[src/rtl/wait_sequencer_pkg.sv]
// Shared types and defaults for the wait sequencer: FSM state encoding and
// the default width of the tick count.
package wait_sequencer_pkg;

    localparam int unsigned CNT_W_DEF = 16;

    typedef enum logic [1:0] {
        S_IDLE = 2'd0,
        S_ARM  = 2'd1,
        S_RUN  = 2'd2,
        S_DONE = 2'd3
    } state_e;

endpackage

[src/rtl/wait_sequencer_if.sv]
// Processor/wait-counter facing signals of the wait sequencer. The slave
// modport is the sequencer itself; master is the surrounding logic.
interface wait_sequencer_if
    import wait_sequencer_pkg::*;
#(
    parameter int unsigned CNT_W = CNT_W_DEF
);

    logic             start;
    logic [CNT_W-1:0] count;
    logic             abort;
    logic             tick;
    logic             irq_ack;
    logic             tick_en;
    logic             tick_clr;
    logic             busy;
    logic             done;
    logic             irq;
    logic [CNT_W-1:0] remaining;

    modport master (
        output start, count, abort, tick, irq_ack,
        input  tick_en, tick_clr, busy, done, irq, remaining
    );

    modport slave (
        input  start, count, abort, tick, irq_ack,
        output tick_en, tick_clr, busy, done, irq, remaining
    );

endinterface

[src/rtl/wait_sequencer_tick_edge.sv]
// Registered rising-edge detector with synchronous clear; a level held high
// produces a single rise pulse.
module tick_edge (
    input  logic clk_i,
    input  logic rst_n_i,
    input  logic clr_i,
    input  logic d_i,
    output logic rise_o
);

    logic q_q;

    always_ff @(posedge clk_i or negedge rst_n_i) begin
        if (!rst_n_i) begin
            q_q <= 1'b0;
        end else if (clr_i) begin
            q_q <= 1'b0;
        end else begin
            q_q <= d_i;
        end
    end

    assign rise_o = d_i & ~q_q;

endmodule

[src/rtl/wait_sequencer.sv]
// Counts N rising edges of the wait counter's terminal count after a single
// start strobe, then pulses done and sets a sticky irq.
module wait_sequencer
    import wait_sequencer_pkg::*;
#(
    parameter int unsigned CNT_W = CNT_W_DEF
) (
    input  logic              clock,
    input  logic              reset,
    wait_sequencer_if.slave   bus
);

    state_e           state_q, state_d;
    logic [CNT_W-1:0] rem_q, rem_d;
    logic             irq_q, irq_d;
    logic             arm_clr;
    logic             tick_ev;

    // Edge history is wiped in ARM so a stale terminal count is not counted.
    assign arm_clr = (state_q == S_ARM);

    tick_edge u_tick_edge (
        .clk_i   (clock),
        .rst_n_i (reset),
        .clr_i   (arm_clr),
        .d_i     (bus.tick),
        .rise_o  (tick_ev)
    );

    always_ff @(posedge clock or negedge reset) begin
        if (!reset) begin
            state_q <= S_IDLE;
            rem_q   <= '0;
            irq_q   <= 1'b0;
        end else begin
            state_q <= state_d;
            rem_q   <= rem_d;
            irq_q   <= irq_d;
        end
    end

    always_comb begin
        state_d = state_q;
        rem_d   = rem_q;
        unique case (state_q)
            S_IDLE: begin
                if (bus.start) begin
                    if (bus.count == '0) begin
                        state_d = S_DONE;
                    end else begin
                        state_d = S_ARM;
                        rem_d   = bus.count;
                    end
                end
            end
            S_ARM: begin
                if (bus.abort) begin
                    state_d = S_IDLE;
                    rem_d   = '0;
                end else begin
                    state_d = S_RUN;
                end
            end
            S_RUN: begin
                // Abort takes priority over a coincident tick event.
                if (bus.abort) begin
                    state_d = S_IDLE;
                    rem_d   = '0;
                end else if (tick_ev && (rem_q != '0)) begin
                    rem_d = rem_q - CNT_W'(1);
                    if (rem_q == CNT_W'(1)) begin
                        state_d = S_DONE;
                    end
                end
            end
            S_DONE: begin
                state_d = S_IDLE;
                rem_d   = '0;
            end
            default: begin
                state_d = S_IDLE;
                rem_d   = '0;
            end
        endcase

        irq_d = irq_q;
        if (bus.irq_ack) begin
            irq_d = 1'b0;
        end
        if ((state_d == S_DONE) && (state_q != S_DONE)) begin
            irq_d = 1'b1;
        end
    end

    assign bus.busy      = (state_q == S_ARM) || (state_q == S_RUN);
    assign bus.tick_en   = (state_q == S_RUN);
    assign bus.tick_clr  = (state_q != S_RUN);
    assign bus.done      = (state_q == S_DONE);
    assign bus.irq       = irq_q;
    assign bus.remaining = rem_q;

endmodule

[src/flat_wrapper.sv]
// flat-port wrapper written by rule: the top's interface ports become plain ports
module wait_sequencer_flat import wait_sequencer_pkg::*;
#(
    parameter int unsigned CNT_W = CNT_W_DEF
)
  (clock, reset, bus_start, bus_count, bus_abort, bus_tick, bus_irq_ack, bus_tick_en, bus_tick_clr, bus_busy, bus_done, bus_irq, bus_remaining);
  wait_sequencer_if #(.CNT_W(CNT_W)) bus_i ();
  input  logic clock;
  input  logic reset;
  input wire logic [$bits(bus_i.start)-1:0] bus_start;
  input wire logic [$bits(bus_i.count)-1:0] bus_count;
  input wire logic [$bits(bus_i.abort)-1:0] bus_abort;
  input wire logic [$bits(bus_i.tick)-1:0] bus_tick;
  input wire logic [$bits(bus_i.irq_ack)-1:0] bus_irq_ack;
  output wire logic [$bits(bus_i.tick_en)-1:0] bus_tick_en;
  output wire logic [$bits(bus_i.tick_clr)-1:0] bus_tick_clr;
  output wire logic [$bits(bus_i.busy)-1:0] bus_busy;
  output wire logic [$bits(bus_i.done)-1:0] bus_done;
  output wire logic [$bits(bus_i.irq)-1:0] bus_irq;
  output wire logic [$bits(bus_i.remaining)-1:0] bus_remaining;
  assign bus_i.start = bus_start;
  assign bus_i.count = bus_count;
  assign bus_i.abort = bus_abort;
  assign bus_i.tick = bus_tick;
  assign bus_i.irq_ack = bus_irq_ack;
  assign bus_tick_en = bus_i.tick_en;
  assign bus_tick_clr = bus_i.tick_clr;
  assign bus_busy = bus_i.busy;
  assign bus_done = bus_i.done;
  assign bus_irq = bus_i.irq;
  assign bus_remaining = bus_i.remaining;
  wait_sequencer #(.CNT_W(CNT_W)) u_core (.clock(clock), .reset(reset), .bus(bus_i));
endmodule
[config.mk]
export PLATFORM = sky130hd
export DESIGN_NAME = wait_sequencer_flat
export DESIGN_NICKNAME = d
export VERILOG_FILES = /design/src/rtl/wait_sequencer_pkg.sv /design/src/rtl/wait_sequencer_if.sv /design/src/rtl/wait_sequencer_tick_edge.sv /design/src/rtl/wait_sequencer.sv /design/src/flat_wrapper.sv
export SDC_FILE = /design/constraint.sdc
export NUM_CORES = 1
export LEC_CHECK = 0
export CAP_MARGIN = 10
export CORE_MARGIN = 10
export CORE_UTILIZATION = 50
export CTS_CLUSTER_SIZE = 30
export DETAILED_ROUTE_END_ITERATION = 8
export HOLD_SLACK_MARGIN = 0.02
export PLACE_DENSITY_LB_ADDON = 0.3
export SETUP_SLACK_MARGIN = 0.15
export SLEW_MARGIN = 10
export SYNTH_ARGS = -nofsm -noshare
export SYNTH_HDL_FRONTEND = slang
export SYNTH_SLANG_ARGS = --single-unit
[constraint.sdc]
create_clock -name clock -period 3.3 [get_ports clock]
set_input_delay 0.99 -clock clock [delete_from_list [all_inputs] [get_ports clock]]
set_output_delay 0.99 -clock clock [all_outputs]
set_load 0.05 [all_outputs]
Word-level counts from Yosys, hierarchy flattened
Cells that the tools add are included.

Add/sub/neg operators: 1. Equal/unequal tests: 11. Muxes and demuxes: 16. Bitwise operators: 2. Reduce and logical (&&, ||, !) cells: 8.

Operators with widths (number): $mux W16 (5); $pmux W16 S4 (1); $eq A16 B1 Y1 const B (1); $logic_not A16 Y1 (1); $reduce_bool A16 Y1 (1); $sub A16 B1 Y16 const B (1); $mux W2 (6); $ne A2 B2 Y1 const B (5); $pmux W2 S4 (1); $eq A2 B2 Y1 const B (3); $reduce_and A4 Y1 (1); $mux W1 (3); $ne A3 B2 Y1 const B (1); $eq A2 B1 Y1 const B (1); $logic_and A1 B1 Y1 (2); $logic_not A2 Y1 (1); $reduce_bool A2 Y1 (1); $and A1 B1 Y1 (1); $logic_or A1 B1 Y1 (1); $not A1 Y1 (1).

Flip-flop bits (word level): 20. Bits of input ports: 22. Output and inout bits: 21. Word-level logic and storage cells: 42.

Longest topological paths before layout
Gate-level depths: netlist (run 1).

Depth after elaboration: 9. Gate-level depth with buffers: 9. Mapped depth without buffers: 7.

Hierarchy
A second synthesis (run 1) with hierarchy kept.

Cell total of the unflattened synthesis: 169. Area total of the unflattened synthesis: 1458.9 um2.

By module, submodules not included: wait_sequencer (times used 1, cells an instance 166, area each 1406.3 um2, seq. area each 475.5 um2); tick_edge (times used 1, cells an instance 3, area each 52.6 um2, seq. area each 25.0 um2).

Worst setup path before layout (run 1)
Ideal clock, no wire load.

Kind: register to register. Start point: register u_core.state_q[0]. End point: register u_core.rem_q[15] (netlist: u_core.bus.remaining[15]). Setup time: 83 ps. Data arrival time: 2345 ps. Data required time: 3217 ps. Slack: 873 ps. Cell stages (with the launch flop): 9. Path buffers: 1. Clock period less this slack: 2427 ps. Cell sequence: dfrtp_1 -> inv_1 -> ha_1 -> inv_1 -> nor3_1 -> and2_0 -> buf_2 -> a32oi_1 -> o22ai_1.

Word-level cells in the longest chain between the ends: 3. Elaborated cells between the ends (all ways): 10. Classes of those cells: eq/ne: 7; mux: 1; reduce/logical: 2.

Ends and longest elaborated chain: from (decl) (line wait_sequencer.sv:13) `state_e state_q, state_d;`; from (signal assigned) (line wait_sequencer.sv:36) `state_q <= state_d;`; $eq A2 B2 Y1 *; net bus_tick_en (line flat_wrapper.sv:15) `output wire logic [$bits(bus_i.tick_en)-1:0] bus_tick_en;`; $ne A3 B2 Y1 (no line); $reduce_and A4 Y1 (no line); to (signal assigned) (line wait_sequencer.sv:37) `rem_q <= rem_d;`; to (decl) (line wait_sequencer.sv:14) `logic [CNT_W-1:0] rem_q, rem_d;`.

Mark *: on every way through the listed nets, which the timed path passes. The rest lies on a longest branch. A chain may end at the register's enable or synchronous reset.

Worst setup path in the final report (run 1)
Start point: register u_core.state_q[0]. End point: output bus_tick_clr.

Word-level cells in the longest chain between the ends: 1.

Ends and longest elaborated chain: $ne A2 B2 Y1 (line wait_sequencer.sv:97) `assign bus.tick_clr = (state_q != S_RUN);`; to (decl) (line flat_wrapper.sv:16) `output wire logic [$bits(bus_i.tick_clr)-1:0] bus_tick_clr;`.

No other way between the ends.

==> results of run 1 <==
[state kept, by name, indices dropped and copies added, names as in the netlist]
register,count
u_core.state_q,2
u_core.bus.remaining,16
u_core.bus.irq,1
u_core.u_tick_edge.q_q,1
[worst min-delay path, stage by stage (launching register included)]
cell,delay [ns]
dfrtp_1,0.40
o31ai_1,0.08
o21ai_0,0.07
[cells in the mapped netlist (2+ instances only)]
master | count | area [um2]
dfrtp_1 | 20 | 500
a21oi_1 | 17 | 85.1
nor2_1 | 12 | 45.0
inv_1 | 10 | 37.5
o31ai_1 | 10 | 75.1
a22oi_1 | 9 | 67.6
nor3_1 | 9 | 45.0
ha_1 | 8 | 100
o21ai_1 | 7 | 35.0
clkbuf_1 | 6 | 22.5
nor4_1 | 6 | 37.5
o21ai_0 | 6 | 30.0
nand2_1 | 4 | 15.0
a32oi_1 | 3 | 26.3
nand2b_1 | 3 | 18.8
buf_2 | 2 | 10.0
mux2i_1 | 2 | 20.0
nand4_1 | 2 | 12.5
nor2b_1 | 2 | 12.5
o211ai_1 | 2 | 15.0
o221ai_1 | 2 | 17.5
o22ai_1 | 2 | 12.5
or4_4 | 2 | 22.5
[per-stage QoR]
| step | hold slack, ns | total power, mW |
|---|---|---|
| final | 0.583 | 1.97 |
| after global routing | 0.635 | 2.09 |
| after CTS | 0.583 | 1.96 |
| after detailed placement | 0.551 | 1.74 |
| after global placement | 0.541 | 1.71 |
| after floorplan | 0.593 | 1.36 |
[area by class of cell]
| class | instances | area [um2] |
|---|---|---|
| Clock buffer | 3 | 22.5 |
| Tap cell | 31 | 38.8 |
| Clock inverter | 1 | 30.0 |
| Multi-Input combinational cell | 122 | 811 |
| Fill cell | 231 | 820 |
| Timing Repair Buffer | 46 | 450 |
| Inverter | 10 | 37.5 |
| Sequential cell | 20 | 500 |
[report_power, final]
group | total, mW | internal, mW | leakage [nW] | switching, mW
logic | 1.28 | 0.439 | 0.505 | 0.843
clock network | 0.212 | 0.123 | 0.0279 | 0.0894
registers | 0.479 | 0.347 | 0.256 | 0.132
[path summary, 6_finish.rpt]
kind	cells after the start	end	startpoint	slack [ns]
max	4	bus_tick_clr	u_core.state_q[0]$_DFF_PN0_	0.34
min	2	u_core.bus.remaining[5]$_DFFE_PN0P_	u_core.bus.remaining[5]$_DFFE_PN0P_	0.58
max reg2reg	6	u_core.bus.remaining[1]$_DFFE_PN0P_	u_core.state_q[0]$_DFF_PN0_	0.80
min reg2reg	2	u_core.bus.remaining[5]$_DFFE_PN0P_	u_core.bus.remaining[5]$_DFFE_PN0P_	0.58
max in group asynchronous	1	u_core.bus.remaining[14]$_DFFE_PN0P_	reset	1.59
min in group asynchronous	1	u_core.bus.remaining[3]$_DFFE_PN0P_	reset	1.16
[cell families after synthesis]
family,after synthesis,share of synthesized area
adders and majority gates,8,0.0715
and+or+nand+nor,49,0.204
AOI/OAI and AO/OA,63,0.290
DFF,20,0.357
muxes,2,0.0143
buffers and inverters,20,0.0635
[per-layer routing]
layer	GRT usage	wire, um	up-vias
li1	-	-	695
met1	0.221	1900	708
met2	0.266	2100	92
met3	0.0490	428	14
met4	0.0759	106	0
met5	0	0	-
==> flow_summary.ini, run 1 <==
[run_status]
status = finished, final reports clean

[critical_path]
worst_path_most_repeated_cell = inv_1
crit_path_max_incr_delay_ns = 0.81
path_cells = inv_1, ha_1, inv_1, clkdlybuf4s50_1
worstPathRequired_ns = 2.31
endpoint_kind = primary output
startpoint_type = register
cp_max_fo = 5
path_buf_inv = 3
cpMaxStageDelayCell = clkdlybuf4s50_1
crit_type = reg2out
cp_top_family = buffers and inverters
worstPathArrival_ns = 1.97

[timing]
max-slew-margin-rel = 0.397
clock_skew_ns = 0.0130
timing.final.crit_period_ns = 2.96
finalCritPeriodShare = 0.898
layout_setup_ws_ns = 0.336
rsz0062_at_grt = no
report.final.slew_viol_count = 0
finalHoldViolCount = 0
setup_viol = 0
timing.setup.tns_ns = 0
worst_pin_slew_ns = 0.902
max_clock_freq_mhz = 337

[grt]
grt_pass1_vias = 1572
grt_pass1_wl_um = 7630
antenna_found_initial = 0
gr-total-overflow = 0
grt_max_degree = 26
grt_usage = 0.174

[layout]
fin_util = 0.698
syn_to_final_growth_pct = 35.0
mostFrequentLayoutCell = clkdlybuf4s50_1
num-nets-final = 233
n_antenna_cell = 0
layout_common_cells = clkdlybuf4s50_1 (42), dfrtp_1 (20), a21oi_1 (17)
fin_area_um2 = 1890
drive_gt1_frac = 0.0693
fin_cells = 233

[yosys]
ys_ff_latch = 20
ys_warn_count = 0
avgSynthCellArea_um2 = 8.64
synth_area_um2 = 1400
yosysSeqAreaShare = 0.357
synth_edf_count = 0
synthFlopType = dfrtp_1
synth-async-reset-ratio = 1.00
synth_cell_type_count = 39
synth_nets = 192
synthCells = 162

[cts]
htreeDepth = 1
path_clk_slew_ns = 0.14
clock-sinks = 20
cts_buffers = 3
cts-root-buf = clkbuf_4
cts_tree = done
worst_skew_pair.late_latency_ns = 0.32
cts_setup_buffers = 0
holdBufCountCts = 0
clockBufferDepth = 2
cts_resized = 0

[power_and_ir_drop]
powerDensity_nw_per_um2 = 1040
peakVddDrop_uv = 677
leakagePower_nw = 0.788

[place]
post-place-ws_ns = 0.198
dp_hpwl_um = 3330
place_inst = 229
port_buffers = 42
gp_congestion = 0.929
postPlaceCellArea_um2 = 1840

[floorplan]
core_area_um2 = 2710
die_area_um2 = 5320
die_x_um = 72.9
start_util = 0.517
ios = 43
std_cell_rows = 19
die_h_um = 72.9

[job]
cap_viol_max_count = 0

[drt]
via_count = 1509
drc = 0
vias_per_cell = 6.48
ant_nets = 0
finalWirelength_um = 4540
wl_per_cell_um = 19.5
drt_pass1_iterations = 8
drtIter0Drc = 161

[min_path]
min_path_type = reg2reg
No activity file was read; power rests on OpenSTA's default activity.
==> run 2: changes to the inputs <==
--- a/config.mk
+++ b/config.mk
@@ -7,7 +7,7 @@
 export LEC_CHECK = 0
 export CAP_MARGIN = 10
 export CORE_MARGIN = 10
-export CORE_UTILIZATION = 50
+export CORE_UTILIZATION = 46
 export CTS_CLUSTER_SIZE = 30
 export DETAILED_ROUTE_END_ITERATION = 8
 export HOLD_SLACK_MARGIN = 0.02
==> constraint.sdc (replaced) <==
create_clock -name clock -period 2.9 [get_ports clock]
set_input_delay 0.87 -clock clock [delete_from_list [all_inputs] [get_ports clock]]
set_output_delay 0.87 -clock clock [all_outputs]
set_load 0.05 [all_outputs]
==> run 2 against run 1 <==
  * Power rose by 9.5%
  * Sequential share of layout area fell by 0.24 points
  * First-iteration DRC count fell by 3.1%
  * Cell count rose by 2.1%
  * Flip-flop and latch count did not move
  * Critical path type unchanged
  * Sequential power rose by 14%
  * Non-clock buffer count rose by 5
  * Highest routed layer unchanged
  * Die area rose by 6.3%
==> flow_summary.ini, run 2 (same netlist as run 1, synthesis figures left out) <==
[run_status]
status = finished, final reports clean

[drt]
drtIter0Drc = 156
via_count = 1471
ant_nets = 0
vias_per_cell = 6.18
highest_layer = met4
wl_per_cell_um = 18.7
wl_met3_um = 479
dr_wl_met2_um = 2120
drc = 0
wirelength_met1_um = 1780
finalWirelength_um = 4450
drt_pass1_iterations = 4

[power_and_ir_drop]
seqPwrFrac = 0.252
p_int_mw = 0.980
peakVddDrop_uv = 563
leakagePower_nw = 0.812
p_sw_frac = 0.547
p_switching_mw = 1.18
combPwrFrac = 0.670
powerDensity_nw_per_um2 = 1130
p_clk_frac = 0.078

[critical_path]
cpMaxStageDelayCell = clkdlybuf4s50_1
r2r-start = u_core.bus.remaining[3]$_DFFE_PN0P_
endpoint_kind = primary output
reg2reg_slack_ns = 0.74
crit_type = reg2out
worstPathArrival_ns = 1.77
reg2reg_depth = 5
cp_max_fo = 4
reg2reg_to = u_core.bus.remaining[15]$_DFFE_PN0P_
path_cells = ha_1, clkdlybuf4s50_1
worstPathRequired_ns = 2.03
startpoint_type = register
crit_path_max_incr_delay_ns = 0.82

[place]
postPlaceCellArea_um2 = 1880
dp_hpwl_um = 3420
port_buffers = 42
gp_congestion = 0.985

[min_path]
min_path_type = reg2reg
hp-start = u_core.bus.remaining[5]$_DFFE_PN0P_
min_to = u_core.bus.remaining[5]$_DFFE_PN0P_
hold_depth = 2

[floorplan]
die_h_um = 75.2
start_util = 0.495
std_cell_rows = 19
core_area_um2 = 2830
die_area_um2 = 5650
ios = 43
die_x_um = 75.2

[cts]
worst_skew_pair.late_latency_ns = 0.31
htreeDepth = 1
cts-root-buf = clkbuf_4
path_clk_slew_ns = 0.12
cts_buffers = 3
clockBufferDepth = 2
cts_setup_buffers = 0
cts_resized = 3
holdBufCountCts = 0
clock-sinks = 20
cts_tree = done

[timing]
max-slew-margin-rel = 0.651
worst_pin_slew_ns = 0.521
finalCritPeriodShare = 0.910
finalHoldViolCount = 0
timing.final.crit_period_ns = 2.64
setup_viol = 0
timing.setup.tns_ns = 0
clock_skew_ns = 0.000635
report.final.slew_viol_count = 0
rsz0062_at_grt = no
max_clock_freq_mhz = 379

[layout]
fin_area_um2 = 1910
num-nets-final = 238
n_fill_cell = 254
syn_to_final_growth_pct = 36.3
n_antenna_cell = 0
largest_reg_flops = 16
layout_common_cells = clkdlybuf4s50_1 (39), dfrtp_1 (20), a21oi_1 (17)
mostFrequentLayoutCell = clkdlybuf4s50_1
drive_gt1_frac = 0.0918

[grt]
grt_max_degree = 21
grt_pass1_wl_um = 7390
gr-total-overflow = 0
antenna_found_initial = 0
grt_usage = 0.164
grt_pass1_vias = 1576

[job]
cap_viol_max_count = 0
## run 2: cell types whose count changed in the layout (fill, tap and decap cells not counted), sizes merged
cell           before  now
bufinv              1    0
dlygate4sd2         0    3
clkdlybuf4s50      42   39
buf                 4    9
clkbuf              3    4
## run 2: metrics by stage
step | hold WS (ns) | std cells | util | power (mW) | worst slack [ns]
5_1_grt | 0.601 | 238 | 0.674 | 2.32 | 0.183
6_report | 0.554 | 238 | 0.674 | 2.16 | 0.260
2_1_floorplan | 0.574 | 162 | - | 1.55 | 0.473
3_5_place_dp | 0.525 | 234 | 0.663 | 2.01 | 0.117
3_3_place_gp | 0.524 | 234 | 0.663 | 1.98 | 0.255
4_1_cts | 0.564 | 238 | 0.674 | 2.17 | 0.252
## run 2: critical path: cells and delay by family (launching register included)
family / cells / cell delay [ns]
buffers and inverters: 1 / 0.82
flip-flops: 1 / 0.43
adder cells (fa/ha/maj): 1 / 0.22
## run 2: layout make-up
type,count,area (um2),share of cell area
Clock buffer,4,36.3,0.0190
Inverter,10,37.5,0.0197
Multi-Input combinational cell,122,811,0.425
Sequential cell,20,500,0.262
Tap cell,31,38.8,0.0203
Timing Repair Buffer,51,484,0.254
## run 2: power by group through the flow
stage / registers (mW) / logic (mW) / clock network [mW]
5_1_grt: 0.567 / 1.56 / 0.186
6_report: 0.545 / 1.45 / 0.168
4_1_cts: 0.543 / 1.45 / 0.174
2_1_floorplan: 0.864 / 0.683 / 0
3_5_place_dp: 0.551 / 1.46 / 0
3_3_place_gp: 0.539 / 1.44 / 0
## run 2: worst max-delay path by stage
| stage | start | endpoint | slack (ns) | cells after the start |
|---|---|---|---|---|
| 3_3_place_gp | bus_count[9] | u_core.bus.remaining[2]$_DFFE_PN0P_ | 0.26 | 7 |
| 2_1_floorplan | u_core.state_q[0]$_DFF_PN0_ | u_core.bus.remaining[15]$_DFFE_PN0P_ | 0.47 | 8 |
| 5_1_grt | u_core.state_q[0]$_DFF_PN0_ | bus_done | 0.18 | 2 |
| 4_1_cts | u_core.state_q[0]$_DFF_PN0_ | bus_done | 0.25 | 2 |
| 6_report | u_core.state_q[0]$_DFF_PN0_ | bus_done | 0.26 | 2 |
| 3_5_place_dp | bus_count[9] | u_core.bus.remaining[2]$_DFFE_PN0P_ | 0.12 | 7 |
## run 2: per-layer routing
layer | GRT usage | vias up
met1 | 0.206 | 676
li1 | - | 705
met4 | 0.0660 | 0
met3 | 0.0512 | 9
met2 | 0.254 | 81
met5 | 0 | -
